--- src/rtl/carregador_pkg.sv ---
// Shared definitions for the instruction RAM loader.
//   estado_t          loader FSM states
//   SLOT_SIZE_PADRAO  default words per program slot
//   NUM_SLOTS_PADRAO  default number of program slots
//   SLOT_ROTINA       slot holding the context-switch routine
//   SLOT_SO           slot holding the operating system
//   parametros_validos  accepts/rejects a slot/length request
package carregador_pkg;

  typedef enum logic [2:0] {
    OCIOSO   = 3'd0,
    RECEBE   = 3'd1,
    ESCREVE  = 3'd2,
    VERIFICA = 3'd3,
    FIM      = 3'd4
  } estado_t;

  localparam int SLOT_SIZE_PADRAO = 200;
  localparam int NUM_SLOTS_PADRAO = 10;
  localparam int SLOT_ROTINA      = 0;
  localparam int SLOT_SO          = 1;

  function automatic logic parametros_validos(input logic [3:0] s,
                                              input logic [7:0] t,
                                              input int         num_slots,
                                              input int         slot_size);
    return (int'(s) < num_slots) && (t != 8'd0) && (int'(t) <= slot_size);
  endfunction

endpackage

--- src/rtl/carregador_instrucoes_empacotador.sv ---
// empacotador_bytes: packs a byte stream into big-endian words.
//   clock, reset_n    clock and synchronous active-low reset
//   limpar            clears the partial word and byte counter
//   aceita            a byte is being taken this cycle
//   byte_in           stream byte
//   palavra_completa  current partial word with byte_in shifted in
//   word_pronto       aceita on the last byte of a word
module empacotador_bytes #(
  parameter int DATA_WIDTH = 32
) (
  input  logic                  clock,
  input  logic                  reset_n,
  input  logic                  limpar,
  input  logic                  aceita,
  input  logic [7:0]            byte_in,
  output logic [DATA_WIDTH-1:0] palavra_completa,
  output logic                  word_pronto
);

  localparam int BYTES = DATA_WIDTH / 8;
  localparam int CNT_W = (BYTES > 1) ? $clog2(BYTES) : 1;

  logic [DATA_WIDTH-1:0] palavra;
  logic [CNT_W-1:0]      contador;

  // First byte of a word ends up in the MSB after BYTES shifts.
  assign palavra_completa = {palavra[DATA_WIDTH-9:0], byte_in};
  assign word_pronto      = aceita && (contador == CNT_W'(BYTES - 1));

  always_ff @(posedge clock) begin
    if (!reset_n) begin
      palavra  <= '0;
      contador <= '0;
    end else if (limpar) begin
      palavra  <= '0;
      contador <= '0;
    end else if (aceita) begin
      palavra  <= palavra_completa;
      contador <= word_pronto ? '0 : contador + 1'b1;
    end
  end

endmodule

--- src/rtl/carregador_instrucoes.sv ---
// carregador_instrucoes: write-side loader for the instruction RAM.
// Receives a byte stream (valid/ready), packs it into big-endian words
// and writes them into one program slot (slot*SLOT_SIZE .. +tamanho-1).
// Optional feature macro: CARREGADOR_CHECKSUM_EN (trailing sum word check).
//   clock, reset_n         clock, synchronous active-low reset
//   iniciar, slot, tamanho start request, target slot, length in words
//   byte_in, byte_valido   stream input
//   byte_pronto            loader takes a byte this cycle
//   mem_we, mem_endereco, mem_dado  RAM write port
//   ocupado, concluido, erro        status
//
// state    | meaning
// OCIOSO   | idle, waits for iniciar
// RECEBE   | collects bytes of the current word
// ESCREVE  | writes the assembled word
// VERIFICA | receives the expected sum word (checksum build only)
// FIM      | pulses concluido
module carregador_instrucoes
  import carregador_pkg::*;
#(
  parameter int DATA_WIDTH = 32,
  parameter int ADDR_WIDTH = 32,
  parameter int SLOT_SIZE  = SLOT_SIZE_PADRAO,
  parameter int NUM_SLOTS  = NUM_SLOTS_PADRAO
) (
  input  logic                  clock,
  input  logic                  reset_n,
  input  logic                  iniciar,
  input  logic [3:0]            slot,
  input  logic [7:0]            tamanho,
  input  logic [7:0]            byte_in,
  input  logic                  byte_valido,
  output logic                  byte_pronto,
  output logic                  mem_we,
  output logic [ADDR_WIDTH-1:0] mem_endereco,
  output logic [DATA_WIDTH-1:0] mem_dado,
  output logic                  ocupado,
  output logic                  concluido,
  output logic                  erro
);

  estado_t               estado, estado_n;
  logic [ADDR_WIDTH-1:0] base;
  logic [7:0]            tamanho_q;
  logic [7:0]            indice;

  logic                  byte_pronto_n, mem_we_n, ocupado_n, concluido_n, erro_n;
  logic [ADDR_WIDTH-1:0] mem_endereco_n;
  logic [DATA_WIDTH-1:0] mem_dado_n;
  logic                  inicio_aceito;

  logic                  aceita;
  logic [DATA_WIDTH-1:0] palavra_completa;
  logic                  word_pronto;

`ifdef CARREGADOR_CHECKSUM_EN
  logic [DATA_WIDTH-1:0] soma;
`endif

  assign aceita = byte_valido && byte_pronto;

  empacotador_bytes #(.DATA_WIDTH(DATA_WIDTH)) u_empacotador (
    .clock            (clock),
    .reset_n          (reset_n),
    .limpar           (inicio_aceito),
    .aceita           (aceita),
    .byte_in          (byte_in),
    .palavra_completa (palavra_completa),
    .word_pronto      (word_pronto)
  );

  always_comb begin
    estado_n       = estado;
    inicio_aceito  = 1'b0;
    mem_we_n       = 1'b0;
    mem_endereco_n = '0;
    mem_dado_n     = '0;
    concluido_n    = 1'b0;
    erro_n         = erro;

    case (estado)
      OCIOSO: begin
        if (iniciar) begin
          if (parametros_validos(slot, tamanho, NUM_SLOTS, SLOT_SIZE)) begin
            erro_n        = 1'b0;
            inicio_aceito = 1'b1;
            estado_n      = RECEBE;
          end else begin
            erro_n      = 1'b1;
            concluido_n = 1'b1;
          end
        end
      end
      RECEBE: begin
        // Write port is registered: address/data are set up on the last
        // byte handshake so they appear together with mem_we in ESCREVE.
        if (word_pronto) begin
          estado_n       = ESCREVE;
          mem_we_n       = 1'b1;
          mem_endereco_n = base + ADDR_WIDTH'(indice);
          mem_dado_n     = palavra_completa;
        end
      end
      ESCREVE: begin
        if (indice + 8'd1 == tamanho_q) begin
`ifdef CARREGADOR_CHECKSUM_EN
          estado_n = VERIFICA;
`else
          estado_n = FIM;
`endif
        end else begin
          estado_n = RECEBE;
        end
      end
`ifdef CARREGADOR_CHECKSUM_EN
      VERIFICA: begin
        if (word_pronto) begin
          estado_n = FIM;
          if (palavra_completa != soma) erro_n = 1'b1;
        end
      end
`endif
      FIM:     estado_n = OCIOSO;
      default: estado_n = OCIOSO;
    endcase

    byte_pronto_n = (estado_n == RECEBE) || (estado_n == VERIFICA);
    ocupado_n     = (estado_n != OCIOSO);
    if (estado_n == FIM) concluido_n = 1'b1;
  end

  always_ff @(posedge clock) begin
    if (!reset_n) begin
      estado       <= OCIOSO;
      base         <= '0;
      tamanho_q    <= '0;
      indice       <= '0;
      byte_pronto  <= 1'b0;
      mem_we       <= 1'b0;
      mem_endereco <= '0;
      mem_dado     <= '0;
      ocupado      <= 1'b0;
      concluido    <= 1'b0;
      erro         <= 1'b0;
    end else begin
      estado       <= estado_n;
      byte_pronto  <= byte_pronto_n;
      mem_we       <= mem_we_n;
      mem_endereco <= mem_endereco_n;
      mem_dado     <= mem_dado_n;
      ocupado      <= ocupado_n;
      concluido    <= concluido_n;
      erro         <= erro_n;
      if (inicio_aceito) begin
        base      <= ADDR_WIDTH'(slot) * ADDR_WIDTH'(SLOT_SIZE);
        tamanho_q <= tamanho;
        indice    <= '0;
      end else if (estado == ESCREVE) begin
        indice <= indice + 8'd1;
      end
    end
  end

`ifdef CARREGADOR_CHECKSUM_EN
  // mem_dado holds the word being written during ESCREVE.
  always_ff @(posedge clock) begin
    if (!reset_n)            soma <= '0;
    else if (inicio_aceito)  soma <= '0;
    else if (estado == ESCREVE) soma <= soma + mem_dado;
  end
`endif

endmodule
--- config.mk ---
export PLATFORM = sky130hd
export DESIGN_NAME = carregador_instrucoes
export DESIGN_NICKNAME = d
export VERILOG_FILES = /design/src/rtl/carregador_pkg.sv /design/src/rtl/carregador_instrucoes_empacotador.sv /design/src/rtl/carregador_instrucoes.sv
export SDC_FILE = /design/constraint.sdc
export NUM_CORES = 1
export LEC_CHECK = 0
export BUFFER_PORTS_ARGS = -buffer_cell sky130_fd_sc_hd__clkbuf_2
export CAP_MARGIN = 15
export CORE_MARGIN = 2
export CORE_UTILIZATION = 58
export DETAILED_ROUTE_END_ITERATION = 12
export HOLD_SLACK_MARGIN = 0.15
export PLACE_DENSITY_LB_ADDON = 0.25
export SLEW_MARGIN = 20
export SYNTH_ARGS = -nofsm -noshare
export SYNTH_HDL_FRONTEND = slang
export SYNTH_SLANG_ARGS = --single-unit
--- constraint.sdc ---
create_clock -name clock -period 2.85 [get_ports clock]
set_input_delay 0.4275 -clock clock [delete_from_list [all_inputs] [get_ports clock]]
set_output_delay 0.4275 -clock clock [all_outputs]
set_load 0.02 [all_outputs]
==> results of run 1 <==
## cells by family after synthesis
family                   synth area share (%)
other                                  0.0882
multiplexers                             3.30
AND/OR/NAND/NOR                          19.5
AO/OA/AOI/OAI                            9.62
adder cells (fa/ha/maj)                  5.94
buffers and inverters                    7.24
XOR/XNOR                                 5.36
flip-flops                               49.0
## power breakdown
part	internal [uW]	switching, uW
Combinational	80.7	137
Clock	345	552
Sequential	1480	21.7
## stage by stage
stage	power (uW)	utilization, %	cell area, sq um
4_1_cts	2640	66.6	4780
5_1_grt	2740	66.6	4780
6_report	2620	66.6	4780
3_3_place_gp	1740	63.8	4580
2_1_floorplan	1720	-	4320
3_5_place_dp	1750	63.8	4580
## final cells by class
| class | count | area share, % |
|---|---|---|
| Sequential cell | 104 | 43.6 |
| Multi-Input combinational cell | 304 | 40.4 |
| Timing Repair Buffer | 78 | 8.44 |
| Clock buffer | 9 | 2.59 |
| Tap cell | 99 | 2.59 |
| Clock inverter | 7 | 1.52 |
| Inverter | 11 | 0.865 |
## worst min-delay path by stage
stage | start | to | slack (ns)
finish | byte_in[5] | mem_dado[5] | 0.27
global route | byte_in[5] | mem_dado[5] | 0.25
CTS | byte_in[5] | mem_dado[5] | 0.26
detailed placement | u_empacotador.palavra[21] | mem_dado[29] | 0.44
global placement | u_empacotador.palavra[19] | mem_dado[27] | 0.44
floorplan | u_empacotador.palavra[16] | mem_dado[24] | 0.43
## flip-flops by register name (all words and copies together) (netlist names)
signal / cells
mem_dado: 32
u_empacotador.palavra: 24
mem_endereco: 13
base: 9
indice: 8
tamanho_q: 8
estado: 3
u_empacotador.contador: 2
byte_pronto: 1
concluido: 1
erro: 1
mem_we: 1
ocupado: 1
## worst register-to-register path, cell delays in order (launching register included)
cell	delay (ns)
dfxtp_1	0.48
ha_1	0.25
and3_1	0.27
a211o_1	0.16
o221ai_1	0.11
nor4_1	0.51
nand2_1	0.15
a21oi_1	0.22
## per-layer routing
layer	vias to the layer above	track usage (%)	wire length (microns)
li1	1543	-	-
met1	1364	28.5	3660
met2	78	32.0	3550
met3	11	3.93	334
met4	0	7.33	110
met5	-	0	0
## Yosys cell counts, types with 2 or more instances
library cell  instances
nand2_1              62
inv_1                11
a211o_1               2
xnor2_1              16
a21oi_1              16
or3_1                 2
fa_1                  2
buf_6                 6
xor2_1               10
a211oi_1              2
o21ai_0               5
and3_1                3
dfxtp_1             104
clkbuf_1             13
nor2_2                7
and4_1                2
nand4_1               4
ha_1                 17
nor2b_1               3
nor2_1               34
buf_4                20
o22ai_1               2
nor3_1                3
a21oi_2              22
nand3_1               2
and2_1               40
mux2i_1              14
==> out/metrics.cfg, run 1 <==
[run_status]
outcome = complete, no violations

[sta]
rsz0062_at_grt = no
hold_viol_final = 0
whs_ns = 0.270
maxSlewViolCount = 0
postLayoutSetupSlackWorst_ns = 0.620
finalSetupTns_ns = 0
slew_headroom_pct = 44.1
setup_violations = 0
min_period_ns = 2.23
finalCritPeriodShare_pct = 78.3
clock.fmax_mhz = 448
skew_ns = 0.0106
tightestPinTransition_ns = 0.837

[route]
vias = 2996
drc = 0
firstDrtPassIters = 4
drt_iter0_drc = 95
drt-wirelength-per-cell_microns = 12.5
ant_nets = 0
vias_per_cell = 4.90
routed_wl_mm = 7.66

[clock_network]
clk_latency_ns = 0.37
cts_tree = built
cts_buffers = 9
cts_root_buffer = clkbuf_8
clkTransAtPathRegs_ns = 0.11
cts_sinks = 104
post_cts_buffers = 0
clockBufferDepth = 2
ctsHoldBuffers = 0
h-tree-depth = 3
cts_resized = 0

[floorplanning]
start_util_pct = 59.3
pin_count = 93
die_x_microns = 89.6
coreArea_sq_um = 7180
rows = 31
dieArea_sq_um = 8030
die_h_microns = 89.6

[synthesis]
syn_area_per_cell_sq_um = 9.66
syn_inst = 440
synth_ff_type = dfxtp_1
synth_area_sq_um = 4250
yosysWarnings = 0
synth.area.top_cells = dfxtp_1 (49%), and2_1 (5.9%), nand2_1 (5.5%), ha_1 (5.0%), a21oi_2 (4.5%)
ys_ff_latch = 104
synth_top_cell_by_area = dfxtp_1
synth_edf_count = 0
ys_seq_area_share_pct = 49.0
synth_top_area_share_pct = 49.0
ys_types = 43
async_reset_ff_share_pct = 0

[cells_and_area]
register_area_sq_um = 2080
fillers = 608
nets = 551
final_cell_mix = dfxtp_1 (104), clkbuf_2 (73), nand2_1 (62)
final_common_cell = dfxtp_1
layoutNonFillerInstCount = 612
area_delta_synth_final_pct = 12.3
antenna_cells = 0
multiInputGateArea_sq_um = 1930
drive_gt1_share_pct = 24.4

[setup_path]
cp_max_fo = 6
crit_type = reg2reg
crit_start = indice[0]
cp-end-kind = flip-flop
reg2reg_slack_ns = 0.62
crit_required_ns = 3.14
worstRegToRegCells = 7
cp.arrival_ns = 2.52
worst-path-stages = 7
crit_buf_inv = 0
critical_path.max_stage_delay_ns = 0.51
critPathTopFamily = simple AND/OR/NAND/NOR gates
crit_path_end = concluido
regToRegStartpoint = indice[0]
cp-start-kind = flip-flop
rr_endpoint = concluido
worstPathCellList = ha_1 -> and3_1 -> a211o_1 -> o221ai_1 -> nor4_1 -> nand2_1 -> a21oi_1
critPathSlowestCell = nor4_1

[global_route]
antenna_found_initial = 0
grt_pass1_wl_mm = 12.8
grt_overflow = 0
grt_max_degree = 36
grt_pass1_vias = 2728
track_usage_pct = 20.5

[power]
leakage_uw = 0.00204
pwr_density_cell_nw_per_um2 = 548
peakVddDrop_mv = 0.378

[worst_hold_path]
min_path_type = in2reg
hold_path_depth = 2

[placed_design]
dp_slack_ns = 0.452
routabilityCongestion = 0.922
io_buffers = 73
dp.cells = 596
dp_hpwl_mm = 5.60

[run]
cap_violations = 0

Note: power is estimated with default switching activity, not from simulation.
==> run 2: changes to the inputs <==
- CORE_UTILIZATION: 58 -> 49
- clock period: 2.85 -> 2 ns (I/O delays scaled with it)
==> run 2 against run 1 <==
Global-route usage shrank 3.4 points. Via count rose by 3.7%. Final area rose by 5.7%. First-iteration DRC count fell by 23%. Maximum frequency increased by 21%. Clock power up 43%. Routed wire length grew 6.1%. Utilization decreased by 5.7 points. Highest routed layer unchanged.
==> out/metrics.cfg, run 2 (same netlist as run 1, synthesis figures left out) <==
[clock_network]
clkTransAtPathRegs_ns = 0.11
cts_tree = built
cts_root_buffer = clkbuf_8
clockBufferDepth = 2
cts_sinks = 104
cts_buffers = 9
h-tree-depth = 3
clk_latency_ns = 0.37

[cells_and_area]
final_cell_mix = dfxtp_1 (101), clkbuf_2 (73), nand2_1 (62)
drive_gt1_share_pct = 27.9
fillers = 731
largest_reg_flops = 32
antenna_cells = 0
top_register = mem_dado
nets = 575
area_delta_synth_final_pct = 18.7
final_common_cell = dfxtp_1
multiInputGateArea_sq_um = 1950
register_area_sq_um = 2090
reg_top3 = mem_dado: 32 flops, u_empacotador.palavra: 24 flops, mem_endereco: 13 flops

[sta]
clock.fmax_mhz = 543
slew_headroom_pct = 62.8
finalSetupTns_ns = 0
tightestPinTransition_ns = 0.558
finalCritPeriodShare_pct = 92.0
hold_viol_final = 0
min_period_ns = 1.84
whs_ns = 0.174
setup_violations = 0
maxSlewViolCount = 0
skew_ns = 0.0156
rsz0062_at_grt = no
postLayoutSetupSlackWorst_ns = 0.160

[power]
power_frac_seq_pct = 56.5
pwr_density_cell_nw_per_um2 = 750
leakage_uw = 0.00218
combPwrFrac_pct = 9.5
netSwitchingPower_uw = 1020
peakVddDrop_mv = 0.419
p_int_uw = 2760
p_sw_share_pct = 26.9
power.total_uw = 3780
clockPowerShare_pct = 33.9

[setup_path]
cp-end-kind = flip-flop
crit_type = reg2reg
crit_required_ns = 2.30
rr_endpoint = concluido
cp_max_fo = 5
cp-start-kind = flip-flop
worstRegToRegCells = 8
reg2reg_slack_ns = 0.16
crit_path_end = concluido
regToRegStartpoint = indice[1]
crit_start = indice[1]
cp.arrival_ns = 2.14

[route]
vias_per_cell = 4.84
drc = 0
routed_wl_mm = 8.12
ant_nets = 0
drt_iter0_drc = 73
vias = 3106
drt-wirelength-per-cell_microns = 12.6
firstDrtPassIters = 4

[floorplanning]
coreArea_sq_um = 8300
start_util_pct = 51.2
die_h_microns = 97.2
rows = 33
dieArea_sq_um = 9440
die_x_microns = 97.2
pin_count = 93

[global_route]
grt_pass1_vias = 2882
grt_max_degree = 37
antenna_found_initial = 0
grt_pass1_wl_mm = 13.3
grt_overflow = 0
track_usage_pct = 17.0

[placed_design]
dp_slack_ns = -0.107
io_buffers = 73
dp_hpwl_mm = 5.98
routabilityCongestion = 0.822

[run_status]
outcome = complete, no violations

[run]
cap_violations = 0

[worst_hold_path]
min_path_type = in2reg

## run 2: cell types whose count changed in the layout (fill, tap and decap cells not counted), sizes merged
cell	before	now
buf	5	22
clkinv	2	3
dlygate4sd3	0	7
clkinvlp	1	0
## run 2: cell type report
| class | instances | share of cell area [%] |
|---|---|---|
| Multi-Input combinational cell | 304 | 38.5 |
| Sequential cell | 104 | 41.3 |
| Clock buffer | 9 | 2.45 |
| Inverter | 11 | 0.818 |
| Tap cell | 105 | 2.60 |
| Clock inverter | 7 | 1.61 |
| Timing Repair Buffer | 102 | 12.6 |
## run 2: repair_timing
item,4_1_cts,5_1_grt
pin swaps,0,1
hold buffers,7,0
endpoints found under the hold margin,12,0
setup endpoints to repair,2,3
setup buffers,0,0
gates resized for setup,1,9
## run 2: per-stage QoR
step / std cells / instance area [sq um] / utilization, %
floorplan: 458 / 4320 / -
global placement: 619 / 4750 / 57.3
detailed placement: 619 / 4750 / 57.3
CTS: 642 / 5030 / 60.6
global route: 642 / 5050 / 60.8
finish: 642 / 5050 / 60.8
## run 2: worst max-delay path: stages, from the launching register on
cell,delay [ns]
dfxtp_2,0.37
ha_1,0.20
and3_2,0.26
a211o_1,0.15
o221ai_1,0.12
nor4_2,0.27
buf_4,0.16
nand2_1,0.08
a21oi_1,0.16
## run 2: worst min-delay path by stage
stage                              start                  endpoint  slack [ns]  cells after the start
2_1_floorplan                 byte_in[0]               mem_dado[0]        0.42                      1
3_3_place_gp   u_empacotador.palavra[16]              mem_dado[24]        0.44                      1
3_5_place_dp   u_empacotador.palavra[17]              mem_dado[25]        0.45                      1
4_1_cts                       byte_in[2]  u_empacotador.palavra[2]        0.16                      3
5_1_grt                       byte_in[2]  u_empacotador.palavra[2]        0.18                      3
6_report                      byte_in[2]  u_empacotador.palavra[2]        0.17                      3
## run 2: routing by layer
| metal | share of wire [%] | global-route usage (%) | wire length [microns] |
|---|---|---|---|
| met5 | 0 | 0 | 0 |
| met4 | 1.5 | 5.20 | 119 |
| met3 | 4.9 | 4.39 | 401 |
| met2 | 45 | 27.7 | 3680 |
| met1 | 48 | 22.4 | 3920 |
## run 2: power by group through the flow
stage | combinational [uW] | clock (uW) | sequential [uW]
floorplan | 272 | 0 | 2180
finish | 361 | 1280 | 2140
CTS | 360 | 1330 | 2140
global placement | 341 | 0 | 2190
detailed placement | 347 | 0 | 2190
global route | 396 | 1400 | 2140
